## src/rtl/alu_issue_if.sv

```systemverilog
// Request/response handshake bundle for alu_issue.
// master is the requester/consumer side, slave is the issue block.
interface alu_issue_if #(
  parameter int WORD_SIZE = 32
);
  logic                 req_valid;
  logic                 req_ready;
  logic [5:0]           req_opcode;
  logic [5:0]           req_funct;
  logic [WORD_SIZE-1:0] req_a;
  logic [WORD_SIZE-1:0] req_b;
  logic                 rsp_valid;
  logic                 rsp_ready;
  logic [WORD_SIZE-1:0] rsp_result;
  logic                 rsp_zero;
  logic                 rsp_overflow;
  logic                 rsp_error;

  modport master (
    output req_valid, req_opcode, req_funct,
    output req_a, req_b, rsp_ready,
    input  req_ready, rsp_valid, rsp_result,
    input  rsp_zero, rsp_overflow, rsp_error
  );

  modport slave (
    input  req_valid, req_opcode, req_funct,
    input  req_a, req_b, rsp_ready,
    output req_ready, rsp_valid, rsp_result,
    output rsp_zero, rsp_overflow, rsp_error
  );
endinterface

```

## src/rtl/alu_issue.sv

```systemverilog
// MIPS ALU issue block: decodes one request, drives a registered ALU,
// captures its result and counts signed overflows (saturating).
module alu_issue #(
  parameter int WORD_SIZE           = 32,
  parameter int CONTROL_SIGNAL_SIZE = 4,
  parameter int COUNT_WIDTH         = 16
) (
  input  logic                           clk,
  input  logic                           rst_n,
  alu_issue_if.slave                     bus,
  output logic [WORD_SIZE-1:0]           alu_a,
  output logic [WORD_SIZE-1:0]           alu_b,
  output logic [CONTROL_SIGNAL_SIZE-1:0] alu_control,
  input  logic [WORD_SIZE-1:0]           alu_result,
  input  logic                           alu_zero,
  input  logic                           alu_cout,
  input  logic                           alu_overflow,
  input  logic                           alu_invalid,
  output logic [COUNT_WIDTH-1:0]         ovf_count
);
  localparam int CW = CONTROL_SIGNAL_SIZE;

  typedef enum logic [1:0] {
    IDLE,
    ISSUE,
    RESP
  } state_t;

  state_t state_q;
  state_t state_d;

  logic          req_ready;
  logic          rsp_valid;
  logic          accept;
  logic          is_r;
  logic [5:0]    op;
  logic [5:0]    fn;
  logic [CW-1:0] dec_ctrl;
  logic          dec_err;
  logic          dec_ovf;
  logic          err_q;
  logic          ovf_en_q;
  logic          cap_ovf;
  logic          cap_err;

  logic [WORD_SIZE-1:0] rsp_result_q;
  logic                 rsp_zero_q;
  logic                 rsp_overflow_q;
  logic                 rsp_error_q;

  always_ff @(posedge clk or negedge rst_n) begin
    if (!rst_n) state_q <= IDLE;
    else        state_q <= state_d;
  end

  always_comb begin
    state_d   = state_q;
    req_ready = 1'b0;
    rsp_valid = 1'b0;
    unique case (state_q)
      IDLE: begin
        req_ready = 1'b1;
        if (bus.req_valid) state_d = ISSUE;
      end
      ISSUE: state_d = RESP;
      RESP: begin
        rsp_valid = 1'b1;
        if (bus.rsp_ready) state_d = IDLE;
      end
      default: state_d = IDLE;
    endcase
  end

  assign accept = req_ready & bus.req_valid;
  assign op     = bus.req_opcode;
  assign fn     = bus.req_funct;
  assign is_r   = (op == 6'h00);

  // dec_ovf marks the signed add/sub forms whose overflow is reported
  always_comb begin
    dec_ctrl = CW'(4'hF);
    dec_err  = 1'b1;
    dec_ovf  = 1'b0;
    unique case (1'b1)
      is_r && fn == 6'h20: begin
        dec_ctrl = CW'(4'h2); dec_err = 1'b0; dec_ovf = 1'b1;
      end
      is_r && fn == 6'h21: begin
        dec_ctrl = CW'(4'h3); dec_err = 1'b0;
      end
      is_r && fn == 6'h22: begin
        dec_ctrl = CW'(4'h6); dec_err = 1'b0; dec_ovf = 1'b1;
      end
      is_r && fn == 6'h23: begin
        dec_ctrl = CW'(4'h6); dec_err = 1'b0;
      end
      is_r && fn == 6'h24: begin
        dec_ctrl = CW'(4'h0); dec_err = 1'b0;
      end
      is_r && fn == 6'h25: begin
        dec_ctrl = CW'(4'h1); dec_err = 1'b0;
      end
      is_r && fn == 6'h27: begin
        dec_ctrl = CW'(4'hC); dec_err = 1'b0;
      end
      is_r && fn == 6'h2A: begin
        dec_ctrl = CW'(4'h7); dec_err = 1'b0;
      end
      op == 6'h08: begin
        dec_ctrl = CW'(4'h2); dec_err = 1'b0; dec_ovf = 1'b1;
      end
      op == 6'h09: begin
        dec_ctrl = CW'(4'h3); dec_err = 1'b0;
      end
      op == 6'h0A: begin
        dec_ctrl = CW'(4'h7); dec_err = 1'b0;
      end
      op == 6'h0C: begin
        dec_ctrl = CW'(4'h0); dec_err = 1'b0;
      end
      op == 6'h0D: begin
        dec_ctrl = CW'(4'h1); dec_err = 1'b0;
      end
      default: ;
    endcase
  end

  always_ff @(posedge clk or negedge rst_n) begin
    if (!rst_n) begin
      alu_a       <= '0;
      alu_b       <= '0;
      alu_control <= '0;
      err_q       <= 1'b0;
      ovf_en_q    <= 1'b0;
    end else if (accept) begin
      alu_a       <= bus.req_a;
      alu_b       <= bus.req_b;
      alu_control <= dec_ctrl;
      err_q       <= dec_err;
      ovf_en_q    <= dec_ovf;
    end
  end

  assign cap_err = err_q | alu_invalid;
  assign cap_ovf = ovf_en_q & alu_overflow & ~cap_err;

  always_ff @(posedge clk or negedge rst_n) begin
    if (!rst_n) begin
      rsp_result_q   <= '0;
      rsp_zero_q     <= 1'b0;
      rsp_overflow_q <= 1'b0;
      rsp_error_q    <= 1'b0;
      ovf_count      <= '0;
    end else if (state_q == ISSUE) begin
      rsp_result_q   <= alu_result;
      rsp_zero_q     <= alu_zero;
      rsp_overflow_q <= cap_ovf;
      rsp_error_q    <= cap_err;
      if (cap_ovf && ovf_count != '1)
        ovf_count <= ovf_count + 1'b1;
    end
  end

  logic unused_cout;
  assign unused_cout = alu_cout;

  assign bus.req_ready    = req_ready;
  assign bus.rsp_valid    = rsp_valid;
  assign bus.rsp_result   = rsp_result_q;
  assign bus.rsp_zero     = rsp_zero_q;
  assign bus.rsp_overflow = rsp_overflow_q;
  assign bus.rsp_error    = rsp_error_q;
endmodule
```

## src/flat_wrapper.sv

```systemverilog
// flat-port wrapper written by rule: the top's interface ports become plain ports
module alu_issue_flat 
#(
  parameter int WORD_SIZE           = 32,
  parameter int CONTROL_SIGNAL_SIZE = 4,
  parameter int COUNT_WIDTH         = 16
)
  (clk, rst_n, alu_a, alu_b, alu_control, alu_result, alu_zero, alu_cout, alu_overflow, alu_invalid, ovf_count, bus_req_valid, bus_req_opcode, bus_req_funct, bus_req_a, bus_req_b, bus_rsp_ready, bus_req_ready, bus_rsp_valid, bus_rsp_result, bus_rsp_zero, bus_rsp_overflow, bus_rsp_error);
  alu_issue_if #(.WORD_SIZE(WORD_SIZE)) bus_i ();
  input  logic clk;
  input  logic rst_n;
  output logic [WORD_SIZE-1:0] alu_a;
  output logic [WORD_SIZE-1:0] alu_b;
  output logic [CONTROL_SIGNAL_SIZE-1:0] alu_control;
  input  logic [WORD_SIZE-1:0] alu_result;
  input  logic alu_zero;
  input  logic alu_cout;
  input  logic alu_overflow;
  input  logic alu_invalid;
  output logic [COUNT_WIDTH-1:0] ovf_count;
  input wire logic [$bits(bus_i.req_valid)-1:0] bus_req_valid;
  input wire logic [$bits(bus_i.req_opcode)-1:0] bus_req_opcode;
  input wire logic [$bits(bus_i.req_funct)-1:0] bus_req_funct;
  input wire logic [$bits(bus_i.req_a)-1:0] bus_req_a;
  input wire logic [$bits(bus_i.req_b)-1:0] bus_req_b;
  input wire logic [$bits(bus_i.rsp_ready)-1:0] bus_rsp_ready;
  output wire logic [$bits(bus_i.req_ready)-1:0] bus_req_ready;
  output wire logic [$bits(bus_i.rsp_valid)-1:0] bus_rsp_valid;
  output wire logic [$bits(bus_i.rsp_result)-1:0] bus_rsp_result;
  output wire logic [$bits(bus_i.rsp_zero)-1:0] bus_rsp_zero;
  output wire logic [$bits(bus_i.rsp_overflow)-1:0] bus_rsp_overflow;
  output wire logic [$bits(bus_i.rsp_error)-1:0] bus_rsp_error;
  assign bus_i.req_valid = bus_req_valid;
  assign bus_i.req_opcode = bus_req_opcode;
  assign bus_i.req_funct = bus_req_funct;
  assign bus_i.req_a = bus_req_a;
  assign bus_i.req_b = bus_req_b;
  assign bus_i.rsp_ready = bus_rsp_ready;
  assign bus_req_ready = bus_i.req_ready;
  assign bus_rsp_valid = bus_i.rsp_valid;
  assign bus_rsp_result = bus_i.rsp_result;
  assign bus_rsp_zero = bus_i.rsp_zero;
  assign bus_rsp_overflow = bus_i.rsp_overflow;
  assign bus_rsp_error = bus_i.rsp_error;
  alu_issue #(.WORD_SIZE(WORD_SIZE), .CONTROL_SIGNAL_SIZE(CONTROL_SIGNAL_SIZE), .COUNT_WIDTH(COUNT_WIDTH)) u_core (.clk(clk), .rst_n(rst_n), .bus(bus_i), .alu_a(alu_a), .alu_b(alu_b), .alu_control(alu_control), .alu_result(alu_result), .alu_zero(alu_zero), .alu_cout(alu_cout), .alu_overflow(alu_overflow), .alu_invalid(alu_invalid), .ovf_count(ovf_count));
endmodule
```

## config.mk

```make
export PLATFORM = sky130hd
export DESIGN_NAME = alu_issue_flat
export DESIGN_NICKNAME = d
export VERILOG_FILES = /design/src/rtl/alu_issue_if.sv /design/src/rtl/alu_issue.sv /design/src/flat_wrapper.sv
export SDC_FILE = /design/constraint.sdc
export NUM_CORES = 1
export LEC_CHECK = 0
export ABC_CLOCK_PERIOD_IN_PS = 2800
export BUFFER_PORTS_ARGS = -buffer_cell sky130_fd_sc_hd__buf_4
export CORE_ASPECT_RATIO = 0.8
export CORE_MARGIN = 5
export CORE_UTILIZATION = 39
export CTS_CLUSTER_DIAMETER = 100
export CTS_CLUSTER_SIZE = 30
export DETAILED_ROUTE_END_ITERATION = 8
export PLACE_DENSITY = 0.8
export SETUP_SLACK_MARGIN = 0.02
export SKIP_CTS_REPAIR_TIMING = 1
export SYNTH_ARGS = -nofsm -noshare
export SYNTH_HDL_FRONTEND = slang
export SYNTH_SLANG_ARGS = --single-unit
```

## constraint.sdc

```tcl
create_clock -name clk -period 2.8 [get_ports clk]
set_input_delay 0 -clock clk [delete_from_list [all_inputs] [get_ports clk]]
set_output_delay 0 -clock clk [all_outputs]
set_load 0.02 [all_outputs]
```

; ---- Word-level counts from Yosys, hierarchy flattened
; Cells that the tools add are included.
[word_totals]
ramBits = 0
reg_bits = 123
output_inout_bits = 121
romBits = 0
memories = 0
latchBits = 0
word_cells = 64
input_bits = 116
[op_classes]
n_bitwise = 5
reduce_logical = 21
n_mul = 0
n_lt_le_gt_ge = 0
div_mod_pow = 0
eq_ne = 18
n_shift = 0
add_sub_neg = 1
n_mux = 8
[ops]
columns = cell, count
row1 = 6-bit == test (second input constant), 8
row2 = 6-bit by 4-bit == test with 1-bit output (second input constant), 5
row3 = 4-bit case mux with 7 select lines, 1
row4 = 16-bit by 1-bit adder with 16-bit output (second input constant), 1
row5 = 16-bit inequality test (second input constant), 1
row6 = 13-bit OR reduction, 1
row7 = 2-bit OR reduction, 6
row8 = 1-bit logical AND, 9
row9 = 6-bit zero test, 1
row10 = 2-bit case mux with 3 select lines, 1
row11 = 1-bit two-way mux, 4
row12 = 2-bit two-way mux, 2
row13 = 2-bit inequality test (second input constant), 2
row14 = 2-bit AND reduction, 2
row15 = 1-bit AND, 3
row16 = 3-bit OR reduction, 1
row17 = 2-bit by 1-bit == test with 1-bit output (second input constant), 1
row18 = 2-bit == test (second input constant), 1
row19 = 2-bit zero test, 1
row20 = 1-bit NOT, 1
row21 = 1-bit bitwise OR, 1

; ---- Longest topological paths before layout
[logic_depth]
ltp_word = 5
ltp_mapped = 6
ltp_nobuf = 6

; ---- Least setup slack after synthesis
; OpenSTA, ideal clock, no wires.
[synth_timing]
kind = register -> register
from = register u_core.ovf_count[2]
to = register u_core.ovf_count[13]
path_buffers = 0
t_arrival_ns = 1.575
stages_incl_launch_ff = 6
slack_ns = 1.095
period_less_slack_ns = 1.705
setup_time_ns = 0.130
t_required_ns = 2.670
path_cell_list = dfrtp_1 and4_1 nand3_1 nor4_2 nand4_1 xnor2_1
[synth_via]
elab_chain_len = 3
[synth_lines]
columns = item, line_no
row1 = from (decl), alu_issue.sv:19  ; output logic [COUNT_WIDTH-1:0] ovf_count
row2 = from (signal assigned), alu_issue.sv:160  ; ovf_count <= ovf_count + 1'b1;
row3 = "parallel branches: the longest is 3 deep, another holds 16-bit by 1-bit adder with 16-bit output", -
; Several ways; the timed one is not identified.
; A chain may end at the register's enable or synchronous reset.

; ---- Final worst setup path
[layout_timing]
from = input port bus_req_opcode[2]
to = register u_core.alu_control[0]
[layout_via]
elab_chain_len = 4
[layout_lines]
columns = item, line_no
row1 = from (decl), flat_wrapper.sv:22  ; input wire logic [$bits(bus_i.req_opcode)-1:0] bus_req_opcode;
row2 = 6-bit zero test, alu_issue.sv:77  ; assign is_r = (op == 6'h00);
row3 = 1-bit logical AND (tied with other cells), alu_issue.sv:100  ; is_r && fn == 6'h25: begin
row4 = 2-bit OR reduction (no line), -
row5 = 4-bit case mux with 7 select lines *, alu_issue.sv:84  ; unique case (1'b1)
row6 = to (signal assigned), alu_issue.sv:138  ; alu_control <= dec_ctrl;
row7 = to (decl), alu_issue.sv:13  ; output logic [CONTROL_SIGNAL_SIZE-1:0] alu_control,
; Every way passes the cells marked *; elsewhere a longest branch is shown, timed or not.

==> results.py <==
metrics = {
    "run_status": {
        "status": "complete, no violations",
    },
    "yosys": {
        "yosys.area.top_type": "dfrtp_1",
        "ys_ff_latch": 123,
        "netlist_area_mm2": 0.00501,
        "synth_top_area_share_pct": 61.4,
        "async_flop_share_pct": 100,
        "yosys-top-cells-area": "dfrtp_1 61%, nand2_1 23%, xnor2_1 1.7%",
        "synthDistinctLibCells": 43,
        "synth_enable_flop_cells": 0,
        "syn_area_per_cell_um2": 9.06,
        "yosysWarningCount": 0,
        "syn-num-nets": 670,
        "ys_seq_area_share_pct": 61.4,
        "synth_top_flop_cell": "dfrtp_1",
        "synthCells": 553,
    },
    "placement": {
        "portBuffers": 235,
        "gp_congestion": 0.817,
        "place_hpwl_um": 10200,
    },
    "sta": {
        "worst_pin_slew_ns": 0.593,
        "clock_skew_ns": 0.0137,
        "fin_tns_setup_ns": 0,
        "min_period_ns": 1.90,
        "setup_viol": 0,
        "max_freq_mhz": 526,
        "grt_setup_unrepaired": "no",
        "hold_viol_final": 0,
        "finalCritPeriodShare_pct": 67.9,
        "slew_headroom_pct": 60.4,
        "final_max_slew_viol_count": 0,
    },
    "die": {
        "die_y_um": 111,
        "dieArea_mm2": 0.0152,
        "initial_core_util_pct": 39.4,
        "core-area_mm2": 0.0127,
        "rows": 37,
        "die_x_um": 137,
        "boundaryPins": 237,
    },
    "worst_setup_path": {
        "crit_buf_inv": 3,
        "worstSetupPathType": "in2reg",
        "r2r_cells": 5,
        "start_kind": "input port",
        "crit_cells": 7,
        "cp_common_cell": "dlygate4sd3_1",
        "end_kind": "flip-flop",
        "crit_path_cell_trace": "dlygate4sd3_1, buf_4, or3_1, nor4_4, nand4_1, dlygate4sd3_1, a31oi_1",
        "crit_path_top_delay_cell": "dlygate4sd3_1",
        "slowest_delay_ns": 0.57,
        "r2r-end": "u_core.ovf_count[1]$_DFFE_PN0P_",
        "crit_family": "buffers and inverters",
        "path_max_fanout": 5,
        "rrSetupSlack_ns": 1.03,
        "rr_startpoint": "u_core.ovf_count[0]$_DFFE_PN0P_",
        "arrival_ns": 2.21,
        "critical_path_required_ns": 3.11,
    },
    "power_and_ir_drop": {
        "vdd.ir_drop.worst_v": 0.000776,
        "p_leak_uw": 0.00454,
        "p_per_area_mw_per_mm2": 1040,
    },
    "cts": {
        "tritoncts": "done",
        "clockRootBuffer": "clkbuf_16",
        "cts.sink_count": 123,
        "htree_levels": 4,
        "cts.path.max_buffers": 2,
        "clk_pin_slew_ns": 0.05,
        "cts_made_buffers": 17,
        "clk_latency_ns": 0.40,
    },
    "layout": {
        "multiInputGateArea_mm2": 0.00182,
        "antenna_cells": 0,
        "fin_util_pct": 68.0,
        "drive_above_1_share_pct": 31.4,
        "regArea_mm2": 0.00308,
        "nFillCells": 901,
        "syn2layout_area_growth_pct": 72.9,
        "fin_nets": 1009,
    },
    "detailed_routing": {
        "drt_first_pass_iters": 5,
        "drc": 0,
        "ant_nets": 0,
        "via_per_inst": 4.81,
        "post_drt_wl_per_cell_um": 16.4,
        "drt_iter0_drc": 284,
        "drt-total-wl_um": 17700,
        "vias": 5198,
    },
    "global_route": {
        "grt_pass1_wl_um": 22300,
        "grtUsageTotal_pct": 18.4,
        "grt_max_degree": 71,
        "grt_overflow": 0,
        "grt_pass1_vias": 4482,
        "antenna_found_initial": 0,
    },
    "job": {
        "cap_violations": 0,
    },
    "min_path": {
        "min_from": "bus_req_funct[2]",
        "hold_depth": 3,
        "worstHoldEndpoint": "u_core.alu_control[0]$_DFFE_PN0P_",
        "min_path_type": "in2reg",
    },
}
==> worst max-delay path by stage <==
stage                                               start                                end  slack [ns]
after global placement    u_core.ovf_count[0]$_DFFE_PN0P_    u_core.ovf_count[1]$_DFFE_PN0P_        1.04
after global routing                    bus_req_opcode[2]  u_core.alu_control[0]$_DFFE_PN0P_        0.85
final                                   bus_req_opcode[2]  u_core.alu_control[0]$_DFFE_PN0P_        0.90
after floorplan           u_core.ovf_count[2]$_DFFE_PN0P_   u_core.ovf_count[13]$_DFFE_PN0P_        1.09
after detailed placement  u_core.ovf_count[0]$_DFFE_PN0P_    u_core.ovf_count[1]$_DFFE_PN0P_        1.04
after CTS                 u_core.ovf_count[0]$_DFFE_PN0P_    u_core.ovf_count[1]$_DFFE_PN0P_        1.01
==> area by class of cell <==
cell class / instances / area share [%]
Multi-Input combinational cell: 400 / 21.0
Timing Repair Buffer: 345 / 33.2
Clock buffer: 19 / 5.00
Tap cell: 175 / 2.53
Clock inverter: 13 / 2.48
Inverter: 5 / 0.217
Sequential cell: 123 / 35.5
==> sequential cells by signal (all words and copies together), names as in the netlist <==
signal	cells
u_core.bus.rsp_zero	1
u_core.bus.rsp_error	1
u_core.alu_control	4
u_core.alu_b	32
u_core.ovf_count	16
u_core.bus.rsp_result	32
u_core.err_q	1
u_core.ovf_en_q	1
u_core.alu_a	32
u_core.state_q	2
u_core.bus.rsp_overflow	1
==> cells by family (layout without fill, tap and decap cells) <==
| logic type | after synthesis | count (layout) | synth area share [%] |
|---|---|---|---|
| buf+inv | 30 | 382 | 2.27 |
| simple gates | 358 | 358 | 29.4 |
| fa+ha+maj | 1 | 1 | 0.250 |
| xor+xnor | 12 | 12 | 2.10 |
| flops | 123 | 123 | 61.4 |
| mux | 4 | 4 | 0.849 |
| compound gates | 25 | 25 | 3.70 |
==> where the power goes <==
part / leakage [uW] / total (uW) / internal (uW) / switching, uW
Sequential: 0.00153 / 2930 / 2490 / 438
Clock: 0.000300 / 2400 / 1590 / 809
Combinational: 0.00271 / 3700 / 1460 / 2240
==> cell usage in the layout, fill, tap and decap left out, types with 5 or more instances in the layout <==
cell type      instances
buf_4                239
clkbuf_16             17
nand4_1                8
nand3_1                6
nand2b_1               5
dfrtp_1              123
bufinv_16              5
dlygate4sd3_1        104
nor2_1                15
xnor2_1               10
nand2_1              306
==> Yosys cell counts (2+ instances only) <==
master and number:
xor2_1 2, nand2_1 307, nor3_2 2, nor3_1 2, o21ai_0 3, a41oi_1 2
a32o_1 2, clkbuf_1 22, nand4_1 8, mux2i_1 2, mux2_2 2, o22a_1 2
nor2b_1 2, xnor2_1 10, nand3_1 6, inv_1 4, a31oi_1 3, or3_1 2
a21oi_1 4, dfrtp_1 123, nor2_1 15, nand2b_1 5, and4_1 2, buf_1 2
==> per-layer routing <==
metal | share of wire [%] | GRT usage (%)
met5 | 0 | 0
met4 | 1.8 | 4.23
met3 | 10 | 9.62
met2 | 49 | 29.0
met1 | 39 | 22.5
==> stage by stage <==
stage               worst slack [ns]  hold slack, ns  instances  power, uW  instance area [um2]
floorplan                       1.09          -0.296        553       4710                 5010
global placement                1.04         -0.0908        944       6300                 6970
detailed placement              1.04         -0.0913        944       6390                 6970
CTS                             1.01          -0.530        976       8840                 7620
global route                   0.845          0.0253       1080       9540                 8660
finish                         0.900          0.0140       1080       9030                 8660
==> worst min-delay path, delay by kind of cell <==
kind | cells | cell delay [ns]
compound gates | 2 | 0.23
buf+inv | 1 | 0.13
No activity file was read; power rests on OpenSTA's default activity.
